===== src/rtl/pipeline_hazard_controller_pkg.sv =====
`default_nettype none
// ============================================================================
// Module      : pipeline_hazard_controller_pkg
// Description : Shared constants and types for the pipeline hazard controller.
// Revision    : 1.0 - initial release
// ============================================================================
package pipeline_hazard_controller_pkg;

    localparam int REG_IDX_W                = 4;
    localparam int DEFAULT_SRAM_WAIT_CYCLES = 4;

    localparam logic [1:0] CTRL_IDLE = 2'd0;
    localparam logic [1:0] CTRL_WAIT = 2'd1;
    localparam logic [1:0] CTRL_DONE = 2'd2;

    typedef logic [REG_IDX_W-1:0] reg_idx_t;

endpackage
`default_nettype wire


===== src/rtl/pipeline_hazard_controller_hazard_detect_unit.sv =====
`default_nettype none
// ============================================================================
// Module      : hazard_detect_unit
// Description : Combinational RAW hazard detection between ID and EXE/MEM.
// Revision    : 1.0 - initial release
// ============================================================================
module hazard_detect_unit
    import pipeline_hazard_controller_pkg::*;
(
    input  logic     enable_forwarding,
    input  reg_idx_t id_src1,
    input  reg_idx_t id_src2,
    input  logic     id_two_src,
    input  logic     id_uses_src1,
    input  reg_idx_t exe_dest,
    input  logic     exe_wb_en,
    input  logic     exe_mem_read,
    input  reg_idx_t mem_dest,
    input  logic     mem_wb_en,
    output logic     raw
);

    logic w_hit_exe;
    logic w_hit_mem;

    assign w_hit_exe = (id_uses_src1 & (id_src1 == exe_dest)) |
                       (id_two_src   & (id_src2 == exe_dest));
    assign w_hit_mem = (id_uses_src1 & (id_src1 == mem_dest)) |
                       (id_two_src   & (id_src2 == mem_dest));

    // With forwarding, only a load in EXE cannot supply its result in time.
    assign raw = enable_forwarding ? (exe_mem_read & w_hit_exe)
                                   : ((exe_wb_en & w_hit_exe) | (mem_wb_en & w_hit_mem));

endmodule
`default_nettype wire


===== src/rtl/pipeline_hazard_controller.sv =====
`default_nettype none
// ============================================================================
// Module      : pipeline_hazard_controller
// Description : Freeze/flush/stall sequencing for the 5-stage core, with an
//               SRAM wait-state FSM. Optional HAZARD_PERF_COUNTERS_EN adds
//               stall/freeze/flush event counters.
// Revision    : 1.0 - initial release
// ============================================================================
module pipeline_hazard_controller
    import pipeline_hazard_controller_pkg::*;
#(
    parameter int SRAM_WAIT_CYCLES = DEFAULT_SRAM_WAIT_CYCLES,
    parameter int CNT_W            = 4
)(
    input  logic        clk,
    input  logic        rst,
`ifdef HAZARD_PERF_COUNTERS_EN
    input  logic        perf_clear,
    output logic [31:0] perf_stall_cnt,
    output logic [31:0] perf_freeze_cnt,
    output logic [31:0] perf_flush_cnt,
`endif
    input  logic        enable_forwarding,
    input  reg_idx_t    ID_src1,
    input  reg_idx_t    ID_src2,
    input  logic        ID_two_src,
    input  logic        ID_uses_src1,
    input  reg_idx_t    EXE_dest,
    input  logic        EXE_wb_en,
    input  logic        EXE_mem_read,
    input  reg_idx_t    MEM_dest,
    input  logic        MEM_wb_en,
    input  logic        MEM_mem_r_en,
    input  logic        MEM_mem_w_en,
    input  logic        EXE_branch_taken,
    output logic        freeze,
    output logic        hazard_stall,
    output logic        flush,
    output logic        mem_ready,
    output logic [1:0]  ctrl_state
);

    // The IDLE cycle is the first frozen cycle, so WAIT covers the remaining count.
    localparam logic [CNT_W-1:0] c_load =
        CNT_W'((SRAM_WAIT_CYCLES >= 2) ? (SRAM_WAIT_CYCLES - 2) : 0);

    logic [1:0]       r_state;
    logic [CNT_W-1:0] r_counter;
    logic [1:0]       w_next_state;
    logic [CNT_W-1:0] w_next_counter;
    logic             w_mem_req;
    logic             w_freeze;
    logic             w_raw;

    assign w_mem_req = MEM_mem_r_en | MEM_mem_w_en;

    always_comb begin
        w_next_state   = r_state;
        w_next_counter = r_counter;
        w_freeze       = 1'b0;
        case (r_state)
            CTRL_IDLE: begin
                if (w_mem_req) begin
                    w_freeze = 1'b1;
                    if (SRAM_WAIT_CYCLES == 1) begin
                        w_next_state = CTRL_DONE;
                    end else begin
                        w_next_counter = c_load;
                        w_next_state   = CTRL_WAIT;
                    end
                end
            end
            CTRL_WAIT: begin
                w_freeze = 1'b1;
                if (r_counter == '0) begin
                    w_next_state = CTRL_DONE;
                end else begin
                    w_next_counter = r_counter - CNT_W'(1);
                end
            end
            CTRL_DONE: w_next_state = CTRL_IDLE;
            default:   w_next_state = CTRL_IDLE;
        endcase
    end

    always_ff @(posedge clk) begin
        if (rst) begin
            r_state   <= CTRL_IDLE;
            r_counter <= '0;
        end else begin
            r_state   <= w_next_state;
            r_counter <= w_next_counter;
        end
    end

    hazard_detect_unit u_hazard_detect_unit (
        .enable_forwarding (enable_forwarding),
        .id_src1           (ID_src1),
        .id_src2           (ID_src2),
        .id_two_src        (ID_two_src),
        .id_uses_src1      (ID_uses_src1),
        .exe_dest          (EXE_dest),
        .exe_wb_en         (EXE_wb_en),
        .exe_mem_read      (EXE_mem_read),
        .mem_dest          (MEM_dest),
        .mem_wb_en         (MEM_wb_en),
        .raw               (w_raw)
    );

    // A branch held during a freeze flushes in the first unfrozen cycle.
    assign freeze       = w_freeze;
    assign flush        = EXE_branch_taken & ~w_freeze;
    assign hazard_stall = w_raw & ~w_freeze & ~flush;
    assign mem_ready    = (r_state == CTRL_DONE);
    assign ctrl_state   = r_state;

`ifdef HAZARD_PERF_COUNTERS_EN
    logic [31:0] r_stall_cnt;
    logic [31:0] r_freeze_cnt;
    logic [31:0] r_flush_cnt;

    always_ff @(posedge clk) begin
        if (rst || perf_clear) begin
            r_stall_cnt  <= '0;
            r_freeze_cnt <= '0;
            r_flush_cnt  <= '0;
        end else begin
            if (hazard_stall && (r_stall_cnt != '1))  r_stall_cnt  <= r_stall_cnt + 32'd1;
            if (w_freeze && (r_freeze_cnt != '1))     r_freeze_cnt <= r_freeze_cnt + 32'd1;
            if (flush && (r_flush_cnt != '1))         r_flush_cnt  <= r_flush_cnt + 32'd1;
        end
    end

    assign perf_stall_cnt  = r_stall_cnt;
    assign perf_freeze_cnt = r_freeze_cnt;
    assign perf_flush_cnt  = r_flush_cnt;
`endif

endmodule
`default_nettype wire


===== config.mk =====
export PLATFORM = sky130hd
export DESIGN_NAME = pipeline_hazard_controller
export DESIGN_NICKNAME = d
export VERILOG_FILES = /design/src/rtl/pipeline_hazard_controller_pkg.sv /design/src/rtl/pipeline_hazard_controller_hazard_detect_unit.sv /design/src/rtl/pipeline_hazard_controller.sv
export SDC_FILE = /design/constraint.sdc
export NUM_CORES = 1
export LEC_CHECK = 0
export CAP_MARGIN = 40
export CELL_PAD_IN_SITES_DETAIL_PLACEMENT = 0
export CELL_PAD_IN_SITES_GLOBAL_PLACEMENT = 1
export CORE_MARGIN = 3
export CORE_UTILIZATION = 24
export DETAILED_ROUTE_END_ITERATION = 8
export PLACE_DENSITY_LB_ADDON = 0.1
export SLEW_MARGIN = 10
export SYNTH_ARGS = -nofsm -noshare
export SYNTH_HDL_FRONTEND = slang
export SYNTH_SLANG_ARGS = --single-unit

===== constraint.sdc =====
create_clock -name clk -period 1.3 [get_ports clk]
set_input_delay 0.13 -clock clk [delete_from_list [all_inputs] [get_ports clk]]
set_output_delay 0.13 -clock clk [all_outputs]
set_load 0.01 [all_outputs]

==> impl_metrics.csv <==
group,metric,value,unit
clocking,clock_sinks,6,
worst_setup_path,crit_chain,"clkdlybuf4s50_1 -> xor2_1 -> nor3_1 -> a31oi_1 -> o22ai_1 -> buf_2",
power,ir_worst_vdd,0.6318,mV
timing,finClkSkew,2.417,ps
worst_setup_path,worstSetupPathType,"input port to primary output",
floorplanning,rows,16,
clocking,cts_buffer_depth,2,
yosys,synth-adder-area-share,2.398,%
grt,antenna_found_initial,0,
min_path,worstHoldStart,"r_counter[3]$_SDFFE_PP0P_",
grt,grt_overflow_total,0,
worst_setup_path,cp-end-kind,"primary output",
worst_setup_path,regToRegSetupSlack,100,ps
clocking,cts_made_buffers,3,
routing,num_vias,594,
worst_setup_path,worst_r2r_path_depth,6,
finish,diodes,0,
yosys,synth_nets,90,
finish,nets,140,
timing,finalSetupViolCount,1,
floorplanning,initial_core_util,26.06,%
yosys,synth_top_family_by_area,"simple AND/OR/NAND/NOR gates",
yosys,synth_xor_area_share,30.22,%
worst_setup_path,cp_data_arrival_time,1290,ps
run,drv_cap,0,
floorplanning,die_w,52.63,microns
worst_setup_path,path_max_fanout,2,
timing,worst_slew_pin_slew,267.0,ps
min_path,min_path_type,"register to register",
run_status,violations,"setup timing",
finish,fin_util,49.69,%
floorplanning,fp.dieArea,0.002769,sq mm
yosys,postSynthAreaPerCell,8.415,sq um
finish,fillers,200,
clocking,clk_pin_slew,40,ps
timing,maxSlewHeadroom,82.14,%
floorplanning,pin_count,33,
worst_setup_path,r2r_start,"r_counter[1]$_SDFFE_PP0P_",
min_path,min_to,"r_counter[3]$_SDFFE_PP0P_",
worst_setup_path,cpMaxStageDelayCell,"clkdlybuf4s50_1",
finish,seqCellArea,121.4,sq um
finish,area_delta_synth_final,90.65,%
routing,drcViolationCount,0,
timing,setup_ws,-124.3,ps
clocking,cts_root_buffer,"clkbuf_4",
yosys,synthCells,62,
routing,dr.pass1.iters,3,
place,dpl.hpwl,1138,microns
clocking,clk_latency,240,ps
grt,grt_max_degree,7,
timing,period_share,109.6,%
yosys,ys_ff_latch,6,
worst_setup_path,crit_path_max_incr_delay,440,ps
yosys,synth_cell_types,21,
timing,grt_setup_unrepaired,"true",
power,p_per_area,758.1,mW/mm^2
timing,period_needed,1424,ps
grt,track_usage,10.51,%
finish,multi_input_area,419.2,sq um
grt,grt_pass1_vias,569,
timing,fmax,0.7021,GHz
timing,slew_viol_final,0,
place,post-place-ws,-667.7,ps
worst_setup_path,start_kind,"input port",
place,io_buffer_count,32,
routing,wl_per_cell,9.898,microns
clocking,cts_hold_buf,0,
grt,grt_pass1_wl,2208,microns
routing,drt_iter0_drc,3,
floorplanning,die_y,52.63,microns
yosys,yosys.area_share.simple,30.70,%
worst_setup_path,cp.required,1170,ps
finish,drive_above_1_share,30.00,%
clocking,cts_tree,"built",
yosys,synth.cell_area,521.8,sq um
routing,viasPerCell,4.336,
timing,setup_tns,-124.3,ps
yosys,ys_warn_count,0,
yosys,synthMuxAreaShare,4.077,%
power,leakage,0.4483,nW
place,gp_congestion,0.7127,
worst_setup_path,r2r_end,"r_counter[3]$_SDFFE_PP0P_",
run_status,outcome,"finished with violations",
routing,wl,1356,microns
routing,ant_nets,0,
yosys,synth_compound_area_share,8.153,%
yosys,ys_seq_area_share,23.02,%
timing,hold_viol,0,
floorplanning,core,0.002002,sq mm
min_path,holdPathStages,2,
clocking,htreeDepth,1,
## worst max-delay path, delay by kind of cell
kind	cells	cell delay, ps
buffers and inverters	2	590
AO/OA/AOI/OAI	2	260
XOR/XNOR	1	180
AND/OR/NAND/NOR	1	130
## report_power, final
group	switching (mW)	total [mW]	internal, mW
clock	0.0657	0.170	0.104
combinational	0.156	0.367	0.211
sequential	0.0123	0.217	0.205
## per-stage QoR
stage | hold WS [ps] | std cells | power, mW | cell area [sq um]
floorplan | 199.7 | 62 | 0.3793 | 521.8
global placement | 530.1 | 131 | 0.5860 | 950.9
detailed placement | 547.3 | 131 | 0.5855 | 950.9
CTS | 561.4 | 135 | 0.7552 | 974.7
global route | 598.1 | 137 | 0.8087 | 994.7
finish | 548.3 | 137 | 0.7541 | 994.7
## kinds of logic after synthesis
family,after synthesis
multiplexers,2
AND/OR/NAND/NOR,28
adder cells (fa/ha/maj),1
XOR/XNOR,18
buffers and inverters,2
AO/OA/AOI/OAI,5
flip-flops,6
## how the worst max path moves through the flow
stage / startpoint / depth (start not counted) / endpoint
after global placement: ID_src1[2] / 6 / hazard_stall
after detailed placement: ID_src1[2] / 6 / hazard_stall
after global routing: ctrl_state[0]$_SDFFE_PP0P_ / 7 / hazard_stall
after floorplan: ctrl_state[0]$_SDFFE_PP0P_ / 5 / hazard_stall
after CTS: ctrl_state[0]$_SDFFE_PP0P_ / 7 / hazard_stall
final: ID_src2[2] / 6 / hazard_stall
## final cells by class
| cell class | instances | share of cell area, % |
|---|---|---|
| clock buffer | 3 | 2.264 |
| inverter | 2 | 0.7547 |
| multi-input combinational | 54 | 42.14 |
| sequential | 6 | 12.20 |
| tap | 27 | 3.396 |
| timing repair buffer | 45 | 39.25 |
## state kept, by name, summed over array words and instances, names as in the netlist
name	flops
r_counter	4
ctrl_state	2
## cell usage after synthesis
cell type / count / area [sq um]
mux2i_1: 1 / 10.01
nand2b_4: 1 / 13.76
a21oi_4: 1 / 16.27
nor2_1: 6 / 22.52
nand2_1: 6 / 22.52
xnor2_1: 4 / 35.03
nand3b_1: 1 / 7.510
inv_1: 2 / 7.510
nor2_2: 1 / 6.260
a31oi_1: 2 / 12.51
o22ai_1: 1 / 6.260
mux2_2: 1 / 11.26
nor2b_1: 1 / 6.260
nor3_1: 6 / 30.03
nor4_1: 2 / 12.51
nor3_2: 3 / 30.03
ha_1: 1 / 12.51
a211oi_1: 1 / 7.510
and2b_2: 1 / 8.760
xor2_1: 14 / 122.6
dfxtp_1: 6 / 120.1
## routing by layer
| layer | global-route usage [%] | wire [microns] |
|---|---|---|
| met2 | 17.15 | 615 |
| met3 | 2.279 | 84 |
| met4 | 6.383 | 25 |
| met1 | 12.35 | 629 |
| met5 | 0 | 0 |
## repair_timing
action	CTS	global route
buffers inserted	1	2
hold endpoints to repair	0	0
setup endpoints to repair	6	5
gates resized for setup	31	8
pin swaps	7	5
## placed cells by master, fill, tap and decap left out, types with 2 or more instances in the layout
cell / instances
nand2_1: 6
nor2_1: 6
clkbuf_2: 2
buf_2: 2
nor4_2: 2
inv_1: 2
buf_4: 12
nor3_1: 5
dlymetal6s2s_1: 3
dfxtp_1: 5
xor2_1: 14
clkdlybuf4s50_1: 10
dlygate4sd2_1: 15
a31oi_1: 2
nor3_2: 4
xnor2_1: 4
clkbuf_4: 3
Note: power is estimated with default switching activity, not from simulation.
